<file path="src/rtl/dispatch_ctrl_pkg.sv">
// Shared types for the dispatch controller: structure occupancy status and dispatch FSM state.
package dispatch_ctrl_pkg;

   typedef enum logic [1:0] {
      FULL      = 2'd0,
      ONE_LEFT  = 2'd1,
      MORE_LEFT = 2'd2
   } STRUCTURE_FULL;

   typedef enum logic {
      RUN     = 1'b0,
      RECOVER = 1'b1
   } DISPATCH_STATE;

endpackage

</file>
<file path="src/rtl/dispatch_ctrl_if.sv">
// Decode-buffer / occupancy / freelist signal bundle seen by the dispatch controller.
interface dispatch_ctrl_if
   import dispatch_ctrl_pkg::*;
#(
   parameter int unsigned BRANCH_BUFFER_SIZE = 4
);
   localparam int unsigned CNT_W = $clog2(BRANCH_BUFFER_SIZE + 1);

   logic [1:0]       inst_valid_i;
   logic [1:0]       inst_dest_i;
   logic [1:0]       inst_branch_i;
   STRUCTURE_FULL    freelist_status_i;
   STRUCTURE_FULL    rob_status_i;
   STRUCTURE_FULL    rs_status_i;
   logic [1:0]       retire_branch_i;
   logic [1:0]       branch_recover_i;
   logic [1:0]       dispatch_en_o;
   logic [1:0]       dispatch_branch_o;
   logic [1:0]       slot_take_o;
   logic             stall_o;
   logic             flush_o;
   logic [CNT_W-1:0] branch_count_o;
   logic [31:0]      stall_cycles_o;

   modport master (
      output inst_valid_i, inst_dest_i, inst_branch_i, freelist_status_i, rob_status_i,
             rs_status_i, retire_branch_i, branch_recover_i,
      input  dispatch_en_o, dispatch_branch_o, slot_take_o, stall_o, flush_o,
             branch_count_o, stall_cycles_o
   );

   modport slave (
      input  inst_valid_i, inst_dest_i, inst_branch_i, freelist_status_i, rob_status_i,
             rs_status_i, retire_branch_i, branch_recover_i,
      output dispatch_en_o, dispatch_branch_o, slot_take_o, stall_o, flush_o,
             branch_count_o, stall_cycles_o
   );

endinterface

</file>
<file path="src/rtl/dispatch_ctrl_branch_credit_counter.sv">
// In-flight branch counter: two increments, two decrements, clear; clamped to 0..SIZE.
module dispatch_ctrl_branch_credit_counter #(
   parameter int unsigned SIZE  = 4,
   parameter int unsigned CNT_W = $clog2(SIZE + 1)
) (
   input  logic             clk,
   input  logic             reset,
   input  logic             clear,
   input  logic [1:0]       inc,
   input  logic [1:0]       dec,
   output logic [CNT_W-1:0] count
);
   localparam int unsigned W = CNT_W + 2;
   localparam logic [W-1:0] MAX = W'(SIZE);

   logic [CNT_W-1:0] count_q, count_d;
   logic [W-1:0]     up, dn, diff;

   always_comb begin
      up      = W'(count_q) + W'(inc[0]) + W'(inc[1]);
      dn      = W'(dec[0]) + W'(dec[1]);
      diff    = '0;
      count_d = count_q;
      if (clear) begin
         count_d = '0;
      end else if (dn > up) begin
         count_d = '0;
      end else begin
         diff    = up - dn;
         count_d = (diff > MAX) ? CNT_W'(MAX) : CNT_W'(diff);
      end
   end

   always_ff @(posedge clk) begin
      if (reset) count_q <= '0;
      else       count_q <= count_d;
   end

   assign count = count_q;

endmodule

</file>
<file path="src/rtl/dispatch_ctrl.sv">
// 2-wide in-order dispatch controller with branch credits and post-mispredict flush blackout.
module dispatch_ctrl
   import dispatch_ctrl_pkg::*;
#(
   parameter int unsigned BRANCH_BUFFER_SIZE = 4,
   parameter int unsigned FLUSH_CYCLES       = 2
) (
   input logic           clk,
   input logic           reset,
   dispatch_ctrl_if.slave bus
);
   localparam int unsigned CNT_W = $clog2(BRANCH_BUFFER_SIZE + 1);
   localparam logic [CNT_W:0] SIZE_W     = (CNT_W + 1)'(BRANCH_BUFFER_SIZE);
   localparam logic [2:0]     FLUSH_LOAD = 3'(FLUSH_CYCLES);

   DISPATCH_STATE    state_q, state_d;
   logic [2:0]       flush_cnt_q, flush_cnt_d;
   logic [31:0]      stall_cycles_q;
   logic [CNT_W-1:0] count;
   logic [CNT_W:0]   count_w, br_sum;
   logic             recover_any, preg_ok, take0, take1;
   logic [1:0]       take;

   assign recover_any = |bus.branch_recover_i;
   assign count_w     = {1'b0, count};
   assign br_sum      = count_w + (CNT_W + 1)'(bus.inst_branch_i[0])
                                + (CNT_W + 1)'(bus.inst_branch_i[1]);

   always_comb begin
      unique case (bus.inst_dest_i)
         2'b11:        preg_ok = (bus.freelist_status_i == MORE_LEFT);
         2'b01, 2'b10: preg_ok = (bus.freelist_status_i != FULL);
         default:      preg_ok = 1'b1;
      endcase
   end

   assign take0 = bus.inst_valid_i[0] & (state_q == RUN) & ~recover_any
                & (bus.rob_status_i != FULL) & (bus.rs_status_i != FULL)
                & (~bus.inst_dest_i[0] | (bus.freelist_status_i != FULL))
                & (~bus.inst_branch_i[0] | (count_w < SIZE_W));

   // Slot 1 needs a second entry everywhere, so ONE_LEFT is not enough.
   assign take1 = take0 & bus.inst_valid_i[1]
                & (bus.rob_status_i == MORE_LEFT) & (bus.rs_status_i == MORE_LEFT)
                & preg_ok & (br_sum <= SIZE_W);

   assign take                  = {take1, take0};
   assign bus.slot_take_o       = take;
   assign bus.dispatch_en_o     = take & bus.inst_dest_i;
   assign bus.dispatch_branch_o = take & bus.inst_branch_i;
   assign bus.stall_o           = |(bus.inst_valid_i & ~take);
   assign bus.flush_o           = (state_q == RECOVER);
   assign bus.branch_count_o    = count;
   assign bus.stall_cycles_o    = stall_cycles_q;

   always_comb begin
      state_d     = state_q;
      flush_cnt_d = flush_cnt_q;
      if (recover_any) begin
         state_d     = RECOVER;
         flush_cnt_d = FLUSH_LOAD;
      end else if (state_q == RECOVER) begin
         flush_cnt_d = flush_cnt_q - 3'd1;
         if (flush_cnt_q == 3'd1) state_d = RUN;
      end
   end

   always_ff @(posedge clk) begin
      if (reset) begin
         state_q        <= RUN;
         flush_cnt_q    <= '0;
         stall_cycles_q <= '0;
      end else begin
         state_q     <= state_d;
         flush_cnt_q <= flush_cnt_d;
         if (bus.stall_o && (stall_cycles_q != 32'hFFFF_FFFF)) begin
            stall_cycles_q <= stall_cycles_q + 32'd1;
         end
      end
   end

   dispatch_ctrl_branch_credit_counter #(
      .SIZE (BRANCH_BUFFER_SIZE),
      .CNT_W(CNT_W)
   ) u_branch_credit_counter (
      .clk  (clk),
      .reset(reset),
      .clear(recover_any),
      .inc  (bus.dispatch_branch_o),
      .dec  (bus.retire_branch_i),
      .count(count)
   );

endmodule

</file>
<file path="src/flat_wrapper.sv">
// flat-port wrapper written by rule: the top's interface ports become plain ports
module dispatch_ctrl_flat import dispatch_ctrl_pkg::*;
#(
   parameter int unsigned BRANCH_BUFFER_SIZE = 4,
   parameter int unsigned FLUSH_CYCLES       = 2
)
  (clk, reset, bus_inst_valid_i, bus_inst_dest_i, bus_inst_branch_i, bus_freelist_status_i, bus_rob_status_i, bus_rs_status_i, bus_retire_branch_i, bus_branch_recover_i, bus_dispatch_en_o, bus_dispatch_branch_o, bus_slot_take_o, bus_stall_o, bus_flush_o, bus_branch_count_o, bus_stall_cycles_o);
  dispatch_ctrl_if #(.BRANCH_BUFFER_SIZE(BRANCH_BUFFER_SIZE)) bus_i ();
  input logic clk;
  input logic reset;
  input wire logic [$bits(bus_i.inst_valid_i)-1:0] bus_inst_valid_i;
  input wire logic [$bits(bus_i.inst_dest_i)-1:0] bus_inst_dest_i;
  input wire logic [$bits(bus_i.inst_branch_i)-1:0] bus_inst_branch_i;
  input wire logic [$bits(bus_i.freelist_status_i)-1:0] bus_freelist_status_i;
  input wire logic [$bits(bus_i.rob_status_i)-1:0] bus_rob_status_i;
  input wire logic [$bits(bus_i.rs_status_i)-1:0] bus_rs_status_i;
  input wire logic [$bits(bus_i.retire_branch_i)-1:0] bus_retire_branch_i;
  input wire logic [$bits(bus_i.branch_recover_i)-1:0] bus_branch_recover_i;
  output wire logic [$bits(bus_i.dispatch_en_o)-1:0] bus_dispatch_en_o;
  output wire logic [$bits(bus_i.dispatch_branch_o)-1:0] bus_dispatch_branch_o;
  output wire logic [$bits(bus_i.slot_take_o)-1:0] bus_slot_take_o;
  output wire logic [$bits(bus_i.stall_o)-1:0] bus_stall_o;
  output wire logic [$bits(bus_i.flush_o)-1:0] bus_flush_o;
  output wire logic [$bits(bus_i.branch_count_o)-1:0] bus_branch_count_o;
  output wire logic [$bits(bus_i.stall_cycles_o)-1:0] bus_stall_cycles_o;
  assign bus_i.inst_valid_i = bus_inst_valid_i;
  assign bus_i.inst_dest_i = bus_inst_dest_i;
  assign bus_i.inst_branch_i = bus_inst_branch_i;
  assign bus_i.freelist_status_i = bus_freelist_status_i;
  assign bus_i.rob_status_i = bus_rob_status_i;
  assign bus_i.rs_status_i = bus_rs_status_i;
  assign bus_i.retire_branch_i = bus_retire_branch_i;
  assign bus_i.branch_recover_i = bus_branch_recover_i;
  assign bus_dispatch_en_o = bus_i.dispatch_en_o;
  assign bus_dispatch_branch_o = bus_i.dispatch_branch_o;
  assign bus_slot_take_o = bus_i.slot_take_o;
  assign bus_stall_o = bus_i.stall_o;
  assign bus_flush_o = bus_i.flush_o;
  assign bus_branch_count_o = bus_i.branch_count_o;
  assign bus_stall_cycles_o = bus_i.stall_cycles_o;
  dispatch_ctrl #(.BRANCH_BUFFER_SIZE(BRANCH_BUFFER_SIZE), .FLUSH_CYCLES(FLUSH_CYCLES)) u_core (.clk(clk), .reset(reset), .bus(bus_i));
endmodule
</file>
<file path="config.mk">
export PLATFORM = sky130hd
export DESIGN_NAME = dispatch_ctrl_flat
export DESIGN_NICKNAME = d
export VERILOG_FILES = /design/src/rtl/dispatch_ctrl_pkg.sv /design/src/rtl/dispatch_ctrl_if.sv /design/src/rtl/dispatch_ctrl_branch_credit_counter.sv /design/src/rtl/dispatch_ctrl.sv /design/src/flat_wrapper.sv
export SDC_FILE = /design/constraint.sdc
export NUM_CORES = 1
export LEC_CHECK = 0
export BUFFER_PORTS_ARGS = -buffer_cell sky130_fd_sc_hd__buf_2
export CAP_MARGIN = 10
export CORE_MARGIN = 2
export CORE_UTILIZATION = 44
export CTS_CLUSTER_SIZE = 25
export DETAILED_ROUTE_END_ITERATION = 10
export PLACE_DENSITY = 0.68
export SETUP_SLACK_MARGIN = 0.2
export SYNTH_ARGS = -nofsm -noshare
export SYNTH_HDL_FRONTEND = slang
export SYNTH_SLANG_ARGS = --single-unit
</file>
<file path="constraint.sdc">
create_clock -name clk -period 6 [get_ports clk]
set_input_delay 1.2 -clock clk [delete_from_list [all_inputs] [get_ports clk]]
set_output_delay 1.2 -clock clk [all_outputs]
set_load 0.02 [all_outputs]
</file>
==> run metrics, run 1 <==
Arr. time, crit path=4.37 ns; n_diodes=0; GR Overflow Total=0; Rel. slew slack=a little over half; final setup fails=0; Mapped Area=approximately 2500 um2; Syn Nets=roughly 330; cts bufs inserted=5; via count=2387; htree depth=2; Worst EP required=slightly above 6 ns; pwr/cell area=around 180 nW/um2; Worst R2R Start=u_core.u_branch_credit_counter.count[0]$_SDFF_PP0_; Max-cap violations=0; Final Wtd Congestion=0.9652; Post-Route Setup TNS=0 ns; pre-CTS setup slack=approximately 1.5 ns; worst skew pair latency=about 0.28 ns; min-delay src=u_core.bus.stall_cycles_o[27]$_SDFFE_PP0P_; Root Buffer=clkbuf_8; Clock Path Buffers=2; Syn Area/Cell=between 8 and 9 um2; Hold Path Sink=u_core.bus.stall_cycles_o[27]$_SDFFE_PP0P_; layout net count=385; GRT Util Overall=19.06%; first-pass GRT wire length=9.735 mm; Die X=roughly 79 um; Resized cells post-CTS=0; crit end category=flop; Min Clock Period, post-route=about 4.2 ns; CTS tree=built; vias per inst=5.616; Syn-to-layout area delta=16.58%; RSZ-0062 raised after global routing=false; number of I/O pins=61; FF+latch count, synth=39; Worst Max-Slew Pin Slew=a little under 0.7 ns; worst reg2reg path endpoint=u_core.u_branch_credit_counter.count[0]$_SDFF_PP0_; 1st-iter DRT viols=90; Cell Chain, Critical Path=buf_2 > inv_1 > fa_1 > inv_1 > ha_1 > nand2b_1 > a21oi_1 > a31oi_1 > nor3_1 > ha_1 > ha_1 > ha_1 > nor2b_1 > nor3b_1 > nand2_1 > nor2_1 > a31oi_1 > nor3_1; CP Class=in -> reg; Starting Density=between 40% and 50%; CP most frequent cell=ha_1; Fillers=549; slowest cell on the critical path=fa_1; max-slew violation count=0; run status=finished, final reports clean; DRC Markers=0; kind of start point of the critical path=input port; sequential element share of the synthesized area=31.45%; share of layout cells above drive strength 1=a little under a quarter; top cells by instance count after synthesis=39 x dfxtp_1, 31 x a21oi_1, 22 x or4_1; number of flops mapped to enable cells by yosys=0; Max stage delay on crit path=roughly 0.38 ns; Ys Warns=0; Post-DP HPWL=~4.3 mm; Worst R2R Path Depth=17; Max VDD drop=between 90 and 100 uV; Peak Freq=between 0.2 and 0.25 GHz; post-CTS setup repair buffer count=0; HP Class=reg -> reg; CP max FO=4; largest cells by area after synthesis=dfxtp_1 31%, or4_1 6.7%, ha_1 6.6%, a21oi_1 6.3%, o31ai_1 5.7%; Synth top area share=between 30% and 40%; hold depth=2; setup ws final=1.836 ns; largest net degree at the start of global routing=62; most common cell in the synthesized netlist=dfxtp_1; Cell variety after synth=between 40 and 50; worst reg2reg setup slack=2.41 ns; Max Clock Skew=0.003395 ns; crit share post-route=69.40%; Synth area leader=dfxtp_1; Leak=around 1.2 nW; Final ANT Viol Nets=0; Post-Synthesis Cells=around 300; vias in the first global route=2115; die area=between 6000 and 7000 um2; core area=5473 um2; drt pass-1 iters=4; asr flop ratio synth=0%; hold-fix buffer count after cts=0; Core Rows=27; clock sinks=39; WL/cell=about 14 um; DRT Wirelength=5.868 mm; clock transition at the registers of the reported paths=about 0.070 ns; Final Hold Fails=0; die height=slightly below 80 um; initial antenna violation count=0; Top FF cell, synth=dfxtp_1; I/O Buffers=60
==> how the worst max path moves through the flow <==
stage                               startpoint                                                 end  slack (ns)  cells after the start
after floorplan           bus_inst_branch_i[0]  u_core.u_branch_credit_counter.count[2]$_SDFF_PP0_        1.46                     15
after global placement    bus_inst_branch_i[0]  u_core.u_branch_credit_counter.count[2]$_SDFF_PP0_        1.64                     16
after detailed placement  bus_inst_branch_i[0]  u_core.u_branch_credit_counter.count[1]$_SDFF_PP0_        1.49                     18
after CTS                 bus_inst_branch_i[0]  u_core.u_branch_credit_counter.count[1]$_SDFF_PP0_        1.81                     18
after global routing      bus_inst_branch_i[0]  u_core.u_branch_credit_counter.count[0]$_SDFF_PP0_        1.38                     18
final                     bus_inst_branch_i[0]  u_core.u_branch_credit_counter.count[0]$_SDFF_PP0_        1.84                     18
==> power by group <==
part           switching, W  internal (W)  leakage, nW
clock network     0.0000898      0.000105       0.0515
logic             0.0000351     0.0000227        0.798
registers        0.00000440      0.000262        0.315
total              0.000129      0.000390         1.16
==> cell families (layout without fill, tap and decap cells) <==
logic type / after synthesis / in the layout / synth area share, %
and+or+nand+nor: 124 / 124 / 29.03
xor gates and xnor gates: 6 / 6 / 2.672
muxes: 3 / 3 / 1.814
DFF: 39 / 39 / 31.45
AOI/OAI and AO/OA: 75 / 75 / 19.41
buffers and inverters: 36 / 90 / 7.056
adders and majority gates: 16 / 16 / 8.569
==> area by class of cell <==
| cell class | count | area [um2] | share of cell area, % |
|---|---|---|---|
| Timing Repair Buffer | 62 | 315.3 | 10.89 |
| Multi-Input combinational cell | 224 | 1533 | 52.96 |
| Clock buffer | 8 | 100.1 | 3.459 |
| Sequential cell | 39 | 780.7 | 26.98 |
| Inverter | 20 | 75.07 | 2.594 |
| Tap cell | 72 | 90.09 | 3.113 |
==> worst max-delay path: cells and delay by family <==
kind | cells | cell delay (ns)
fa+ha+maj | 5 | 1.38
simple gates | 7 | 1.25
compound gates | 3 | 0.32
buf+inv | 3 | 0.23
==> through the flow <==
| stage | cell area [um2] | hold WS [ns] | cells | power [W] | util (%) |
|---|---|---|---|---|---|
| 2_1_floorplan | 2482 | 0.4739 | 299 | 0.0003147 | - |
| 3_5_place_dp | 2794 | 0.4820 | 417 | 0.0003301 | 51.05 |
| 5_1_grt | 2894 | 0.5126 | 425 | 0.0005467 | 52.88 |
| 6_report | 2894 | 0.4890 | 425 | 0.0005189 | 52.88 |
| 3_3_place_gp | 2794 | 0.4808 | 417 | 0.0003288 | 51.05 |
| 4_1_cts | 2894 | 0.4931 | 425 | 0.0005261 | 52.88 |
==> layout by cell type (no fill, tap or decap), types with 3 or more instances in the layout <==
master	count
buf_2	60
dfxtp_1	39
a21oi_1	31
or4_1	22
inv_1	20
nand2_1	19
o31ai_1	19
nor2_1	14
ha_1	13
nand3_1	12
nor3_1	11
nand4_1	10
or3_1	10
o21ai_0	9
clkbuf_8	7
nor2b_1	5
nand2b_1	3
xor2_1	3
or2_2	3
mux2_4	3
==> registers in the layout (all words and copies together) (netlist names) <==
register	count
u_core.flush_cnt_q	3
u_core.bus.stall_cycles_o	32
u_core.bus.flush_o	1
u_core.u_branch_credit_counter.count	3
==> routing by layer <==
metal,up-vias,track usage [%],routed length [um]
li1,1224,-,-
met1,1102,25.35,2640
met2,54,32.12,2944
met3,7,2.500,206
met4,0,5.862,76
met5,-,0,0
Power figures use the tool's default switching activity.
==> inputs of run 2 (changes only) <==
--- a/config.mk
+++ b/config.mk
@@ -11,7 +11,7 @@
 export CORE_UTILIZATION = 44
 export CTS_CLUSTER_SIZE = 25
 export DETAILED_ROUTE_END_ITERATION = 10
-export PLACE_DENSITY = 0.68
+export PLACE_DENSITY = 0.7
 export SETUP_SLACK_MARGIN = 0.2
 export SYNTH_ARGS = -nofsm -noshare
 export SYNTH_HDL_FRONTEND = slang
==> constraint.sdc (replaced) <==
create_clock -name clk -period 3.8 [get_ports clk]
set_input_delay 0.76 -clock clk [delete_from_list [all_inputs] [get_ports clk]]
set_output_delay 0.76 -clock clk [all_outputs]
set_load 0.02 [all_outputs]
==> run metrics, run 2 (same netlist as run 1, synthesis figures left out) <==
run status=finished, final reports clean; Starting Density=45.36% (unchanged); Max Clock Skew=0.009589 ns (+0.006195 ns); drt pass-1 iters=4 (unchanged); worst reg2reg setup slack=0.62 ns (-1.79 ns); Max-cap violations=0 (unchanged); vias in the first global route=2197 (+3.9%); Worst Path Buf+Inv=4 (+1); Post-Route Setup TNS=0 ns (unchanged); Worst R2R Start=u_core.bus.flush_o$_SDFF_PP0_; commonest non-fill, non-tap cell in the layout=buf_2; worst reg2reg path endpoint=u_core.u_branch_credit_counter.count[2]$_SDFF_PP0_; crit-path leading delay family=adder cells; Post-DP HPWL=4.280 mm (about the same); crit share post-route=89.62%; Clock Path Buffers=2 (unchanged); hold-fix buffer count after cts=0 (unchanged); Leak=1.204 nW (+3.4%); Peak Freq=~0.3 GHz; share of layout cells above drive strength 1=28.41% (+5.7 points); final setup fails=0 (unchanged); CP Class=in -> reg; min-delay src=u_core.bus.stall_cycles_o[21]$_SDFFE_PP0P_; I/O Buffers=60 (unchanged); DRT Wirelength=5.938 mm (+1.2%); CP max FO=4 (unchanged); initial antenna violation count=0 (unchanged); Cells after DPL=420 (+0.72%); Arr. time, crit path=3.62 ns (-0.75 ns); Final Wtd Congestion=0.8475 (-12%); hold_ws=0.5024 ns (+0.01346 ns); largest net degree at the start of global routing=62 (unchanged); Rel. slew slack=54.41% (+0.26 points); Cell Chain, Critical Path=buf_2 > clkinvlp_4 > fa_2 > inv_2 > ha_4 > nand2b_4 > a21oi_4 > a31oi_4 > nor3_4 > ha_4 > ha_4 > ha_1 > nor2b_1 > nor3b_2 > buf_4 > maj3_1 > a21oi_1; hold depth=2 (unchanged); 1st-iter DRT viols=133 (+48%); Max VDD drop=213.1 uV (+120%); Max stage delay on crit path=0.37 ns (about the same); Root Buffer=clkbuf_8; Worst Max-Slew Pin Slew=0.6838 ns (+0.001810 ns); htree depth=2 (unchanged); GR Overflow Total=0 (unchanged); Worst EP required=4.02 ns (-2.19 ns); kind of start point of the critical path=input port; Worst R2R Path Depth=12 (-5); vias per inst=5.745 (+2.3%); cts bufs inserted=5 (unchanged); worst skew pair latency=0.29 ns (about the same); Hold Path Sink=u_core.bus.stall_cycles_o[21]$_SDFFE_PP0P_; pre-CTS setup slack=0.04008 ns (-1.448 ns); HP Class=reg -> reg; first-pass GRT wire length=9.708 mm (-0.28%); fin util=56.49% (+3.6 points); RSZ-0062 raised after global routing=false; most frequent cells in the layout=60 x buf_2, 39 x dfxtp_1, 30 x a21oi_1; Syn-to-layout area delta=24.55%; Final Hold Fails=0 (unchanged); Die X=79.11 um (unchanged); GRT Util Overall=19.00% (-0.057 points); n_diodes=0 (unchanged); Largest register FFs=32 (unchanged); layout net count=392 (+1.8%); slowest cell on the critical path=fa_2; CTS tree=built; Min Clock Period, post-route=3.406 ns; WL/cell=13.78 um (-0.22%); Post-Layout Cell Count=431 (+1.4%); CP most frequent cell=ha_4; die height=79.11 um (unchanged); max-slew violation count=0 (unchanged); crit end category=flop; die area=6258 um2 (unchanged); pwr/cell area=281.3 nW/um2 (+57%); core area=5473 um2 (unchanged); number of I/O pins=61 (unchanged); clock transition at the registers of the reported paths=0.08 ns (about the same); clock sinks=39 (unchanged); DRC Markers=0 (unchanged); via count=2476 (+3.7%); setup ws final=0.3945 ns (-1.442 ns); Final ANT Viol Nets=0 (unchanged); Core Rows=27 (unchanged)
run 2: layout make-up:
class                      instances  area (um2)
clock inverter                     1       30.03
sequential                        39       780.7
multi-input combinational        224        1659
fill                             543        2381
timing repair buffer              69       380.4
tap                               72       90.09
clock buffer                       6       72.57
inverter                          20       78.83
run 2: worst max-delay path by stage:
stage / startpoint / to / depth (start not counted) / slack (ns)
global placement: bus_inst_branch_i[0] / u_core.u_branch_credit_counter.count[0]$_SDFF_PP0_ / 16 / 0.15
CTS: bus_inst_branch_i[0] / u_core.u_branch_credit_counter.count[0]$_SDFF_PP0_ / 18 / 0.34
global route: bus_inst_branch_i[0] / u_core.u_branch_credit_counter.count[2]$_SDFF_PP0_ / 17 / 0.21
detailed placement: bus_inst_branch_i[0] / u_core.u_branch_credit_counter.count[0]$_SDFF_PP0_ / 18 / 0.04
finish: bus_inst_branch_i[0] / u_core.u_branch_credit_counter.count[2]$_SDFF_PP0_ / 17 / 0.39
floorplan: bus_inst_branch_i[0] / u_core.u_branch_credit_counter.count[0]$_SDFF_PP0_ / 15 / 0.17
run 2: where the power goes:
group	switching [W]	internal, W	total (W)
combinational	0.0000633	0.0000470	0.000110
clock	0.000147	0.000193	0.000339
sequential	0.00000657	0.000413	0.000420
total	0.000217	0.000653	0.000870
run 2: worst register-to-register path, stage by stage, from the launching register on:
cell	delay (ns)
dfxtp_1	0.37
o21bai_1	0.18
a2111o_1	0.42
a2111o_1	0.46
nor3_4	0.24
ha_4	0.18
ha_4	0.19
ha_1	0.26
nor2b_1	0.15
nor3b_2	0.08
buf_4	0.13
maj3_1	0.33
a21oi_1	0.13
run 2: repair_timing:
| item | 4_1_cts | 5_1_grt |
|---|---|---|
| buffers inserted | 0 | 4 |
| endpoints found under the setup margin | 0 | 2 |
| gates resized for setup | 0 | 0 |
run 2: routing by layer:
layer  track usage (%)  up-vias  wire length, um
met2             34.24       41             2982
met4             4.655        0               68
met1             22.78     1193             2675
met3             4.318        5              212
li1                  -     1237                -
met5                 0        -                0
run 2: through the flow:
stage | cell area, um2 | power [W]
final | 3092 | 0.0008698
after global routing | 3092 | 0.0009050
after floorplan | 2613 | 0.0005102
after CTS | 3062 | 0.0008732
after detailed placement | 2959 | 0.0005373
after global placement | 2959 | 0.0005349
==> inputs of run 3 (changes only) <==
--- a/config.mk
+++ b/config.mk
@@ -7,6 +7,7 @@
 export LEC_CHECK = 0
 export BUFFER_PORTS_ARGS = -buffer_cell sky130_fd_sc_hd__buf_2
 export CAP_MARGIN = 10
+export CORE_ASPECT_RATIO = 0.8
 export CORE_MARGIN = 2
 export CORE_UTILIZATION = 44
 export CTS_CLUSTER_SIZE = 25
==> run metrics, run 3 (same netlist as run 1, synthesis figures left out) <==
DRT Wirelength=5.918 mm (-0.34%); Leak=1.188 nW (-1.3%); final setup fails=0 (unchanged); Cells after DPL=427 (+1.7%); Core Rows=24 (-11%); Syn-to-layout area delta=23.84%; Final Hold Fails=0 (unchanged); kind of start point of the critical path=input port; Rel. slew slack=54.85% (+0.44 points); WL/cell=13.67 um (-0.80%); CP max FO=4 (unchanged); Worst Max-Slew Pin Slew=0.6773 ns (-0.006548 ns); Min Clock Period, post-route=3.480 ns (+0.07455 ns); die height=71.18 um (-10%); vias per inst=5.559 (-3.2%); slowest cell on the critical path=fa_2; core area=5435 um2 (-0.69%); vias in the first global route=2206 (+0.41%); run status=finished, final reports clean; Worst R2R Start=u_core.u_branch_credit_counter.count[2]$_SDFF_PP0_; hold_ws=0.4959 ns (-0.006571 ns); Max-cap violations=0 (unchanged); Post-Layout Cell Count=433 (+0.46%); GRT Util Overall=19.88% (+0.88 points); Max stage delay on crit path=0.41 ns (+0.04 ns); hold-fix buffer count after cts=0 (unchanged); cts bufs inserted=5 (unchanged); Starting Density=45.67% (+0.31 points); Peak Freq=0.2874 GHz (-2.1%); CTS tree=built; RSZ-0062 raised after global routing=false; 1st-iter DRT viols=127 (-4.5%); Placed Instance Area=2962 um2 (about the same); drt pass-1 iters=4 (unchanged); htree depth=2 (unchanged); clock sinks=39 (unchanged); Max Clock Skew=0.007305 ns (-0.002284 ns); total power=0.0007934 W (-8.8%); initial antenna violation count=0 (unchanged); DRC Markers=0 (unchanged); crit share post-route=91.58% (+2.0 points); Arr. time, crit path=3.68 ns (+0.06 ns); via count=2407 (-2.8%); Die X=87.98 um (+11%); pwr/cell area=258.1 nW/um2 (-8.3%); I/O Buffers=60 (unchanged); worst skew pair latency=0.28 ns (about the same); Post-Route Setup TNS=0 ns (unchanged); min-delay src=u_core.bus.stall_cycles_o[21]$_SDFFE_PP0P_; Worst EP required=4.00 ns (-0.02 ns); HP Class=reg -> reg; final instance area=3074 um2 (-0.57%); worst setup path start=bus_inst_branch_i[0]; Root Buffer=clkbuf_8; commonest non-fill, non-tap cell in the layout=buf_2; crit end category=flop; most frequent cells in the layout=59 x buf_2, 39 x dfxtp_1, 30 x a21oi_1; largest net degree at the start of global routing=38 (-39%); CP Class=in -> reg; first-pass GRT wire length=10.08 mm (+3.8%); clock transition at the registers of the reported paths=0.07 ns (about the same); GR met3 Demand/Resource=3.501% (-0.82 points); layout net count=389 (-0.77%); share of layout cells above drive strength 1=28.45% (+0.038 points); Final Wtd Congestion=0.8144 (-3.9%); Largest register FFs=32 (unchanged); n_diodes=0 (unchanged); M1 GR Usage=29.28% (+6.5 points); Max VDD drop=135.5 uV (-36%); Post-DP HPWL=4.340 mm (+1.4%); die area=6262 um2 (about the same); max-slew violation count=0 (unchanged); Final ANT Viol Nets=0 (unchanged); busiest layer in global routing=met2; Cell Chain, Critical Path=buf_6 > clkinvlp_4 > fa_2 > inv_2 > ha_4 > nand2b_4 > a21oi_4 > a31oi_4 > nor3_4 > ha_4 > inv_2 > ha_4 > fa_2 > xor2_2 > a21oi_1 > or2_4 > nor3_1; number of I/O pins=61 (unchanged); GR Overflow Total=0 (unchanged); Clock Path Buffers=2 (unchanged); met2 Resource Use GR=30.64% (-3.6 points); CP most frequent cell=ha_4
==> run 3: cell count changes in the layout (fill, tap and decap cells not counted), sizes merged <==
cell / delta
buf: -3
bufinv: -1
==> run 3: per-stage QoR <==
| step | utilization [%] | setup WS, ns |
|---|---|---|
| after CTS | 55.82 | 0.2910 |
| final | 56.56 | 0.3199 |
| after detailed placement | 54.49 | 0.003044 |
| after global routing | 56.56 | 0.1956 |
| after floorplan | - | 0.1700 |
| after global placement | 54.49 | 0.09339 |
==> run 3: worst max-delay path, delay by kind of cell <==
family          cells  cell delay, ns
buf+inv             4            0.30
compound gates      3            0.31
xor+xnor            1            0.17
simple gates        4            0.80
fa+ha+maj           5            1.33
==> run 3: worst paths after layout <==
check / endpoint / slack (ns) / depth (start not counted)
max: u_core.u_branch_credit_counter.count[0]$_SDFF_PP0_ / 0.32 / 17
min: u_core.bus.stall_cycles_o[21]$_SDFFE_PP0P_ / 0.50 / 2
max reg2reg: u_core.u_branch_credit_counter.count[0]$_SDFF_PP0_ / 0.43 / 12
min reg2reg: u_core.bus.stall_cycles_o[21]$_SDFFE_PP0P_ / 0.50 / 2
==> run 3: cell type report <==
class	count	area [um2]
clock buffers	6	72.57
fillers	534	2361
inverters	20	78.83
multi-input cells	224	1693
flip-flops and latches	39	780.7
well taps	78	97.59
repair buffers	66	351.6
==> run 3: where the power goes <==
part | internal (W) | total, W | switching, W
clock | 0.000123 | 0.000260 | 0.000138
combinational | 0.0000479 | 0.000112 | 0.0000642
sequential | 0.000414 | 0.000421 | 0.00000724
==> run 3: metal layers <==
metal | share of wire, % | wire length (um) | vias to the layer above
met2 | 45 | 2642 | 47
met1 | 51 | 3000 | 1123
met5 | 0 | 0 | -
li1 | - | - | 1233
met3 | 4.0 | 237 | 4
met4 | 0.64 | 38 | 0
==> run 3: timing repair <==
item	4_1_cts	5_1_grt
setup endpoints to repair	0	2
resized for setup	0	7
buffers inserted	0	0
endpoints found under the hold margin	0	0
